===== config.mk =====
export PLATFORM = sky130hd
export DESIGN_NAME = forward_hazard_unit
export DESIGN_NICKNAME = d
export VERILOG_FILES = /design/src/rtl/forward_hazard_unit.sv
export SDC_FILE = /design/constraint.sdc
export NUM_CORES = 1
export LEC_CHECK = 0
export BUFFER_PORTS_ARGS = -buffer_cell sky130_fd_sc_hd__buf_2
export CAP_MARGIN = 20
export CORE_MARGIN = 8
export CORE_UTILIZATION = 40
export CTS_BUF_LIST = sky130_fd_sc_hd__clkbuf_16
export DETAILED_ROUTE_END_ITERATION = 6
export PLACE_DENSITY = 0.73
export SLEW_MARGIN = 30
export SYNTH_ARGS = -nofsm -noshare
export SYNTH_HDL_FRONTEND = slang
export SYNTH_SLANG_ARGS = --single-unit

===== constraint.sdc =====
create_clock -name clk -period 2.2 [get_ports clk]
set_input_delay 0.44 -clock clk [delete_from_list [all_inputs] [get_ports clk]]
set_output_delay 0.44 -clock clk [all_outputs]
set_load 0.01 [all_outputs]

===== src/rtl/forward_hazard_unit.sv =====
// -----------------------------------------------------------------------------
// forward_hazard_unit
//
// Forwarding and load-use hazard control for the 5-stage RISC-V core.
// The block keeps its own shadow copies of the register-usage fields of the
// instructions in ID/EX, EX/MEM and MEM/WB. From these copies it produces the
// select codes for the two EX-stage operand muxes and the load-use stall.
// The operand muxes and the register file live outside this block.
//
// Optional feature: define HAZARD_PERF_EN to add the stall_count and
// fwd_count event counter ports. When the macro is undefined, those ports and
// their logic are absent.
//
// Ports
//   clk          core clock, all state updates on the rising edge
//   reset        asynchronous, active-high, clears all shadow state
//   id_valid     ID stage holds a real instruction
//   id_rs1       rs1 of the instruction in ID
//   id_rs2       rs2 of the instruction in ID
//   id_rd        rd of the instruction in ID
//   id_regwrite  the instruction in ID writes rd
//   id_memread   the instruction in ID is a load
//   flush        taken branch resolved in EX, squash IF/ID and ID/EX
//   forward_a    operand A select: 00 regfile, 01 MEM/WB, 10 EX/MEM
//   forward_b    operand B select, same encoding as forward_a
//   stall        hold PC and IF/ID, insert a bubble into ID/EX
//   stall_count  (HAZARD_PERF_EN) number of cycles with stall=1
//   fwd_count    (HAZARD_PERF_EN) number of cycles with any forward active
// -----------------------------------------------------------------------------
module forward_hazard_unit #(
    parameter int REG_ADDR_W = 5
) (
    input  logic                  clk,
    input  logic                  reset,
    input  logic                  id_valid,
    input  logic [REG_ADDR_W-1:0] id_rs1,
    input  logic [REG_ADDR_W-1:0] id_rs2,
    input  logic [REG_ADDR_W-1:0] id_rd,
    input  logic                  id_regwrite,
    input  logic                  id_memread,
    input  logic                  flush,
    output logic [1:0]            forward_a,
    output logic [1:0]            forward_b,
    output logic                  stall
`ifdef HAZARD_PERF_EN
    ,
    output logic [31:0]           stall_count,
    output logic [31:0]           fwd_count
`endif
);

    // ID/EX shadow register
    logic [REG_ADDR_W-1:0] idex_rs1;
    logic [REG_ADDR_W-1:0] idex_rs2;
    logic [REG_ADDR_W-1:0] idex_rd;
    logic                  idex_regwrite;
    logic                  idex_memread;

    // EX/MEM shadow register
    logic [REG_ADDR_W-1:0] exmem_rd;
    logic                  exmem_regwrite;

    // MEM/WB shadow register
    logic [REG_ADDR_W-1:0] memwb_rd;
    logic                  memwb_regwrite;

    // Per-operand match terms. x0 is hardwired to zero, so a write to it
    // never produces a value that can be forwarded.
    logic exmem_writes;
    logic memwb_writes;
    logic ex_hit_a;
    logic ex_hit_b;
    logic wb_hit_a;
    logic wb_hit_b;
    logic load_use;
    logic idex_load;

    assign exmem_writes = exmem_regwrite && (exmem_rd != '0);
    assign memwb_writes = memwb_regwrite && (memwb_rd != '0);

    assign ex_hit_a = exmem_writes && (exmem_rd == idex_rs1);
    assign ex_hit_b = exmem_writes && (exmem_rd == idex_rs2);
    assign wb_hit_a = memwb_writes && (memwb_rd == idex_rs1);
    assign wb_hit_b = memwb_writes && (memwb_rd == idex_rs2);

    // Forward selects depend only on shadow registers, so they are stable for
    // the whole cycle. EX/MEM is checked first because it holds the newer value.
    assign forward_a = ex_hit_a ? 2'b10 : (wb_hit_a ? 2'b01 : 2'b00);
    assign forward_b = ex_hit_b ? 2'b10 : (wb_hit_b ? 2'b01 : 2'b00);

    // Load in EX whose rd is read by the instruction in ID. Both source fields
    // are compared even if the instruction ignores one; an occasional extra
    // stall is cheaper than decoding operand usage here. A flush squashes the
    // consumer anyway, so there is nothing to wait for.
    assign load_use = idex_memread && (idex_rd != '0) && id_valid &&
                      ((idex_rd == id_rs1) || (idex_rd == id_rs2));
    assign stall    = load_use && !flush;

    // The ID instruction only enters ID/EX when it is real, not held by a
    // stall and not squashed by a flush; otherwise an all-zero bubble enters.
    assign idex_load = id_valid && !stall && !flush;

    // Shadow pipeline: ID/EX takes the ID fields or a bubble, the later stages
    // always advance one step.
    always_ff @(posedge clk or posedge reset) begin
        if (reset) begin
            idex_rs1       <= '0;
            idex_rs2       <= '0;
            idex_rd        <= '0;
            idex_regwrite  <= 1'b0;
            idex_memread   <= 1'b0;
            exmem_rd       <= '0;
            exmem_regwrite <= 1'b0;
            memwb_rd       <= '0;
            memwb_regwrite <= 1'b0;
        end else begin
            if (idex_load) begin
                idex_rs1      <= id_rs1;
                idex_rs2      <= id_rs2;
                idex_rd       <= id_rd;
                idex_regwrite <= id_regwrite;
                idex_memread  <= id_memread;
            end else begin
                idex_rs1      <= '0;
                idex_rs2      <= '0;
                idex_rd       <= '0;
                idex_regwrite <= 1'b0;
                idex_memread  <= 1'b0;
            end
            exmem_rd       <= idex_rd;
            exmem_regwrite <= idex_regwrite;
            memwb_rd       <= exmem_rd;
            memwb_regwrite <= exmem_regwrite;
        end
    end

`ifdef HAZARD_PERF_EN
    // Event counters. A cycle forwarding both operands counts once.
    // Both counters wrap naturally at 2^32.
    always_ff @(posedge clk or posedge reset) begin
        if (reset) begin
            stall_count <= 32'd0;
            fwd_count   <= 32'd0;
        end else begin
            if (stall) begin
                stall_count <= stall_count + 32'd1;
            end
            if ((forward_a != 2'b00) || (forward_b != 2'b00)) begin
                fwd_count <= fwd_count + 32'd1;
            end
        end
    end
`endif

endmodule


* Yosys cells after proc, flatten, opt, wreduce, memory -nomap -nowiden
Index checks and enable logic that the tools add are counted.
** Word-level totals
- Bits in writable memories :: 0
- Register bits after elaboration :: 29
- Memory bits (read-only) :: 0
- Input port bits :: 21
- Bits in latches :: 0
- Output and inout bits :: 5
- Logic and storage cells :: 42
- Memories :: 0
** Operators by class
- Multipliers :: 0
- Reductions and logical operators :: 18
- Multiplexer cells :: 9
- Bitwise gates (word level) :: 0
- Add/subtract/negate cells :: 0
- Magnitude comparators :: 0
- Shift operators :: 0
- Divide/modulo/power cells :: 0
- Eq/ne operators :: 6
** Operators by type and width (count)
- 5-bit == test :: 6
- 5-bit two-way mux :: 3
- 5-bit nonzero test :: 3
- 1-bit logical AND :: 12
- 1-bit two-way mux :: 4
- 2-bit two-way mux :: 2
- 1-bit zero test :: 2
- 1-bit logical OR :: 1

* Depth between registers and ports, before layout
Gate-level depths: netlist of run 1.
- Word-level depth :: 9
- Mapped depth :: 6
- Gate-level depth less buffers :: 4

* Least setup slack after synthesis of run 1
No wires, ideal clock.
- Path kind :: register -> output
- Start :: register exmem_rd[1]
- End :: output forward_a[0]
- Data required time :: 1.760 ns
- Slack :: 0.256 ns
- Stages on the path, launching flop included :: 5
- Path buffers :: 0
- Arrival time :: 1.504 ns
- Cells stage by stage :: dfrtp_1 -> or4_1 -> o21ai_2 -> nor4_1 -> nor4_2
** On the way
- Cells in the longest elaborated chain, start to end :: 4
- Elaborated cells on any way between the ends :: 5
** Ends and longest elaborated chain
- from (decl) :: line 60 : logic [REG_ADDR_W-1:0] exmem_rd;
- from (signal assigned) :: line 130 : exmem_rd <= idex_rd;
- 5-bit nonzero test :: line 78 : assign exmem_writes = exmem_regwrite && (exmem_rd != '0);
- 1-bit logical AND :: line 78
- 1-bit logical AND * :: line 81 : assign ex_hit_a = exmem_writes && (exmem_rd == idex_rs1);
- via ex_hit_a :: line 71 : logic ex_hit_a;
- 2-bit two-way mux * :: line 88 : assign forward_a = ex_hit_a ? 2'b10 : (wb_hit_a ? 2'b01 : 2'b00);
- to (decl) :: line 42 : output logic [1:0] forward_a,
Mark *: on every way through the listed nets, which the timed path passes. The rest lies on a longest branch.

* Worst setup path after layout of run 1
- Start :: register memwb_rd[2]
- End :: output forward_b[0]
** On the way
- Cells in the longest elaborated chain, start to end :: 5
- Elaborated cells on any way between the ends :: 6
** Ends and longest elaborated chain
- from (decl) :: line 64 : logic [REG_ADDR_W-1:0] memwb_rd;
- from (signal assigned) :: line 132 : memwb_rd <= exmem_rd;
- 5-bit nonzero test :: line 79 : assign memwb_writes = memwb_regwrite && (memwb_rd != '0);
- 1-bit logical AND :: line 79
- 1-bit logical AND * :: line 84 : assign wb_hit_b = memwb_writes && (memwb_rd == idex_rs2);
- 1-bit two-way mux * :: line 89 : assign forward_b = ex_hit_b ? 2'b10 : (wb_hit_b ? 2'b01 : 2'b00);
- 2-bit two-way mux * :: line 89
- to (decl) :: line 43 : output logic [1:0] forward_b,
Mark *: on every way between the ends. The rest lies on a longest branch, timed or not.

==> results of run 1 <==
## final cells by class
class,instances,area [µm²]
inverters,1,3.75
clock buffers,5,125
repair buffers,38,223
fillers,299,1580
flip-flops and latches,29,726
clock inverters,2,7.51
well taps,46,57.6
multi-input cells,85,613
## per-layer routing
| layer | vias to the layer above | track usage [%] | part of all wire (%) |
|---|---|---|---|
| met5 | - | 0 | 0 |
| met3 | 5 | 6.13 | 8.8 |
| met4 | 0 | 4.57 | 1.5 |
| li1 | 484 | - | - |
| met2 | 30 | 20.1 | 49 |
| met1 | 455 | 12.9 | 41 |
## metrics by stage
stage                     std cells  setup WS [ns]  TNS, ns  utilization, %
final                           206        -0.0235  -0.0453            52.6
after global routing            206        -0.0797   -0.163            52.6
after CTS                       206        -0.0417  -0.0802            52.6
after detailed placement        190          0.170        0            46.2
after global placement          190          0.193        0            46.2
after floorplan                 122          0.256        0               -
## worst max-delay path by stage
stage	cells after the start	to
floorplan	4	forward_a[0]
global placement	5	forward_b[0]
detailed placement	5	forward_b[0]
CTS	4	forward_a[0]
global route	4	forward_a[0]
finish	4	forward_b[0]
## what timing repair did
item                       in CTS  in global routing
pin swaps                      10                  2
gates resized for setup         2                  0
buffers inserted               10                  0
setup endpoints to repair       2                  3
## power groups by stage
stage | logic (mW) | registers (mW) | clock network (mW)
3_3_place_gp | 0.116 | 0.585 | 0
6_report | 0.134 | 0.575 | 0.600
4_1_cts | 0.135 | 0.575 | 0.611
5_1_grt | 0.150 | 0.578 | 0.642
3_5_place_dp | 0.120 | 0.586 | 0
2_1_floorplan | 0.0823 | 0.580 | 0
## cells in the mapped netlist
cell	number	area (µm²)
dfrtp_1	29	726
nor2b_1	1	6.26
o311a_1	1	10.0
nand3_1	4	20.0
xor2_1	14	123
nand2_1	19	71.3
inv_1	1	3.75
or4_1	4	30.0
o21ai_1	1	5.00
buf_12	1	20.0
clkbuf_1	2	7.51
o21ai_2	1	8.76
xnor2_1	16	140
or3_1	1	6.26
and2_2	1	7.51
buf_4	2	15.0
nor4_1	2	12.5
a21oi_2	10	87.6
nor4_2	2	25.0
a21oi_1	7	35.0
buf_6	1	11.3
o22ai_2	1	12.5
buf_2	1	5.00
## registers in the layout, indices dropped and copies added, names as in the netlist
name	cells
idex_memread	1
memwb_regwrite	1
idex_rs1	5
idex_rs2	5
idex_regwrite	1
exmem_rd	5
idex_rd	5
memwb_rd	5
exmem_regwrite	1
## worst max-delay path, delay by kind of cell, from the launching register on
kind          cells  cell delay [ns]
xor+xnor          1             0.16
buf+inv           1             0.16
flops             1             0.39
simple gates      2             0.80
## cell families (layout without fill, tap and decap cells)
family          after synthesis  after routing  synth area share (%)
compound gates               21             21                  11.4
xor+xnor                     30             30                  18.9
buf+inv                       8             46                  4.50
flops                        29             29                  52.3
simple gates                 34             34                  12.9
==> flow_summary.toml, run 1 <==
[sta]
hold_slack_ns = 0.230
max_freq_ghz = 0.450
hold_violations = 0
skew_ns = 0.00248
min_period_ns = 2.22
maxSlewViolCount = 0
finalSetupViolations = 2
tightest_slew_ns = 0.354
max_slew_margin_pct = 76.4
worst_slack_ns = -0.0235
finalCritPeriodShare_pct = 101
rsz0062_at_grt = "yes"

[synthesis]
synth_seq_cells = 29
synth_area_um2 = 1390
yosysUniqueCellTypes = 23
avgSynthCellArea_um2 = 11.4
syn-instance-count = 122
yosys_warnings = 0
synth_nets = 143
ys_seq_area_share_pct = 52.3

[floorplan]
die_w_um = 74.9
io_pins = 26
core_um2 = 3340
die_area_um2 = 5610
rows = 21
die_y_um = 74.9
start_util_pct = 41.6

[drt]
drt_pass1_iterations = 4
viasPerCell = 4.73
wl_per_cell_um = 13.8
drtIter0Drc = 23
drt_wl_total_um = 2830
ant_nets = 0
drc = 0
vias = 974

[setup_path]
worstPathMaxFanout = 3
endpoint_kind = "primary output"
timing.rr.end = "idex_rs2[4]$_DFF_PP0_"
cp.required_ns = 1.76
reg2reg_slack_ns = 0.62
crit_path_cell_trace = "xor2_1 > or4_1 > nor4_2 > buf_2"
r2r_start = "idex_rd[3]$_DFF_PP0_"
path_class = "reg -> out"
crit_slowest_cell = "or4_1"
reg2reg_depth = 4
crit_path_max_incr_delay_ns = 0.54
startpoint = "memwb_rd[2]$_DFF_PP0_"
critical_path_arrival_ns = 1.78
critPathLaunchType = "register"

[pwr]
p_int_mw = 1.02
power_density_nw_per_um2 = 746
ir_drop_mv = 0.414
total_power_mw = 1.31
swShare_pct = 22.0
p_switching_mw = 0.288
p_clk_share_pct = 45.8
leakage_nw = 0.879
seqPwrFrac_pct = 43.9
share_comb_of_total_power_pct = 10.3

[global_route]
grt_pass1_vias = 1109
grt_first_pass_wirelength_um = 5070
gr-usage-all-layers_pct = 12.1
grt_overflow = 0
antenna_found_initial = 0
grt_max_degree = 30

[placed_design]
place.gp.congestion = 0.866
port_buffers = 25
dp_hpwl_um = 2060
place_area_um2 = 1540

[finish]
final_common_cell = "dfrtp_1"
most-common-layout-cells = "29 x dfrtp_1, 25 x buf_2, 19 x nand2_1, 16 x xnor2_1, 14 x xor2_1"
drive_gt1_share_pct = 37.5
area.growth.synth_to_final_pct = 26.4
final_nets = 181
final_area_um2 = 1760
diodes = 0

[clock_tree]
cts.sinks = 29
path_clk_slew_ns = 0.04
cts-root-buf = "clkbuf_16"
insertion_delay_ns = 0.27
cts_buffers = 5
h-tree-depth = 2
holdBufCountCts = 0
clockBufferDepth = 2
cts_tree = "done"

[worst_hold_path]
hold_path.class = "in -> async"

[status]
violations = "negative setup slack"
status = "finished with violations"

[job]
maxCapViolCount = 0
No activity file was read; power rests on OpenSTA's default activity.
==> inputs of run 2 (changes only) <==
--- a/config.mk
+++ b/config.mk
@@ -11,7 +11,6 @@
 export CORE_UTILIZATION = 40
 export CTS_BUF_LIST = sky130_fd_sc_hd__clkbuf_16
 export DETAILED_ROUTE_END_ITERATION = 6
-export PLACE_DENSITY = 0.73
 export SLEW_MARGIN = 30
 export SYNTH_ARGS = -nofsm -noshare
 export SYNTH_HDL_FRONTEND = slang
==> run 2 against run 1 <==
The flow still finishes with violations (negative setup slack). Sequential cell count unchanged. Fmax decreased by 0.78%. First-iteration DRC count increased by 39%. Sequential share of layout area decreased by 0.29 points. Sequential power about the same. Design area increased by 0.71%. Via count decreased by 0.51%. Register-to-register slack improved by 0.02 ns. Clock-buffer cell count unchanged. Clock skew about the same. Core utilization increased by 0.37 points. Hold slack got worse by 0.0010 ns.
==> flow_summary.toml, run 2 (synthesis gave the netlist of run 1 again) <==
[status]
status = "finished with violations"
violations = "negative setup slack"

[floorplan]
die_y_um = 74.9
die_area_um2 = 5610
die_w_um = 74.9
io_pins = 26
start_util_pct = 41.6
core_um2 = 3340
rows = 21

[pwr]
power_density_nw_per_um2 = 760
total_power_mw = 1.34
leakage_nw = 0.872
ir_drop_mv = 0.555

[global_route]
gr-usage-met2_pct = 19.6
grt_pass1_vias = 1064
grt_overflow = 0
grt.met1_usage_pct = 11.8
grt_first_pass_wirelength_um = 4790
grt.busiest_layer = "met2"
gr-usage-all-layers_pct = 11.7
antenna_found_initial = 0
grt_max_degree = 30
met3_usage_pct = 5.59

[drt]
vias = 969
wl_per_cell_um = 14.2
drtIter0Drc = 32
drt_pass1_iterations = 4
ant_nets = 0
drt_wl_total_um = 2880
drc = 0
viasPerCell = 4.77

[sta]
hold_slack_ns = 0.229
maxSlewViolCount = 0
worst_slack_ns = -0.0409
finalSetupViolations = 2
max_slew_margin_pct = 75.9
setup-tns-final_ns = -0.0731
skew_ns = 0.00220
finalCritPeriodShare_pct = 102
hold_violations = 0
rsz0062_at_grt = "yes"
min_period_ns = 2.24
tightest_slew_ns = 0.361
max_freq_ghz = 0.446

[clock_tree]
path_clk_slew_ns = 0.05
h-tree-depth = 2
cts_tree = "done"
cts_buffers = 5
insertion_delay_ns = 0.27
cts-root-buf = "clkbuf_16"
clockBufferDepth = 2
holdBufCountCts = 0
cts.sinks = 29

[finish]
fin_cells = 203
most-common-layout-cells = "29 x dfrtp_1, 25 x buf_2, 19 x nand2_1, 16 x xnor2_1, 14 x xor2_1"
final_common_cell = "dfrtp_1"
diodes = 0
drive_gt1_share_pct = 38.9
area.growth.synth_to_final_pct = 27.3
final_nets = 177

[placed_design]
dp_cells = 190
port_buffers = 25
dp_hpwl_um = 2060
pre_cts_slack_ns = 0.119
place.gp.congestion = 0.794

[setup_path]
worstPathMaxFanout = 2
critical_path_arrival_ns = 1.80
cp.required_ns = 1.76
path_class = "reg -> out"
endpoint_kind = "primary output"
critPathLaunchType = "register"

[worst_hold_path]
hold_path.class = "in -> async"

[job]
maxCapViolCount = 0
==> run 2: changes by cell type in the layout (fill, tap and decap cells not counted), sizes merged <==
| cell | delta |
|---|---|
| buf | -4 |
| clkinv | +1 |
==> run 2: through the flow <==
| stage | util [%] | instance area (µm²) |
|---|---|---|
| finish | 53.0 | 1770 |
| detailed placement | 46.2 | 1540 |
| global placement | 46.2 | 1540 |
| floorplan | - | 1390 |
| CTS | 52.9 | 1760 |
| global route | 53.0 | 1770 |
==> run 2: area by class of cell <==
cell class	instances	area, µm²
fillers	313	1570
flip-flops and latches	29	726
multi-input cells	85	649
repair buffers	34	193
clock buffers	5	125
well taps	46	57.6
clock inverters	3	13.8
inverters	1	3.75
==> run 2: worst paths after layout <==
check                                        start                        to  slack (ns)  depth (start not counted)
max                          exmem_rd[2]$_DFF_PP0_              forward_a[0]       -0.04                          5
min                                          reset  memwb_regwrite$_DFF_PP0_        0.23                          3
max reg2reg                   idex_rd[2]$_DFF_PP0_     idex_rs1[4]$_DFF_PP0_        0.64                          4
min reg2reg                idex_regwrite$_DFF_PP0_  exmem_regwrite$_DFF_PP0_        0.35                          0
max in group asynchronous                    reset      idex_rd[1]$_DFF_PP0_        1.70                          3
min in group clk           idex_regwrite$_DFF_PP0_  exmem_regwrite$_DFF_PP0_        0.35                          0
==> run 2: power breakdown <==
part	switching [mW]	total, mW	leakage [nW]	internal, mW
Clock	0.221	0.629	0.0748	0.409
Sequential	0.0216	0.577	0.390	0.555
Combinational	0.0726	0.138	0.407	0.0654
==> run 2: metal layers <==
layer | vias to the layer above | share of wire [%]
met2 | 30 | 52
met3 | 4 | 6.8
met5 | - | 0
met4 | 0 | 0.94
li1 | 471 | -
met1 | 464 | 41
==> run 2: timing repair <==
item / 4_1_cts / 5_1_grt
cloned: 0 / 0
gates resized for setup: 7 / 1
pin swaps: 7 / 3
setup buffers: 5 / 0
endpoints found under the setup margin: 2 / 2
==> run 2: critical path, cell delays in order (launching register included) <==
cell and delay [ns]:
dfrtp_1 0.39, or4_4 0.56, o21ai_4 0.24, nor4_4 0.06
nor4_2 0.12, buf_2 0.16
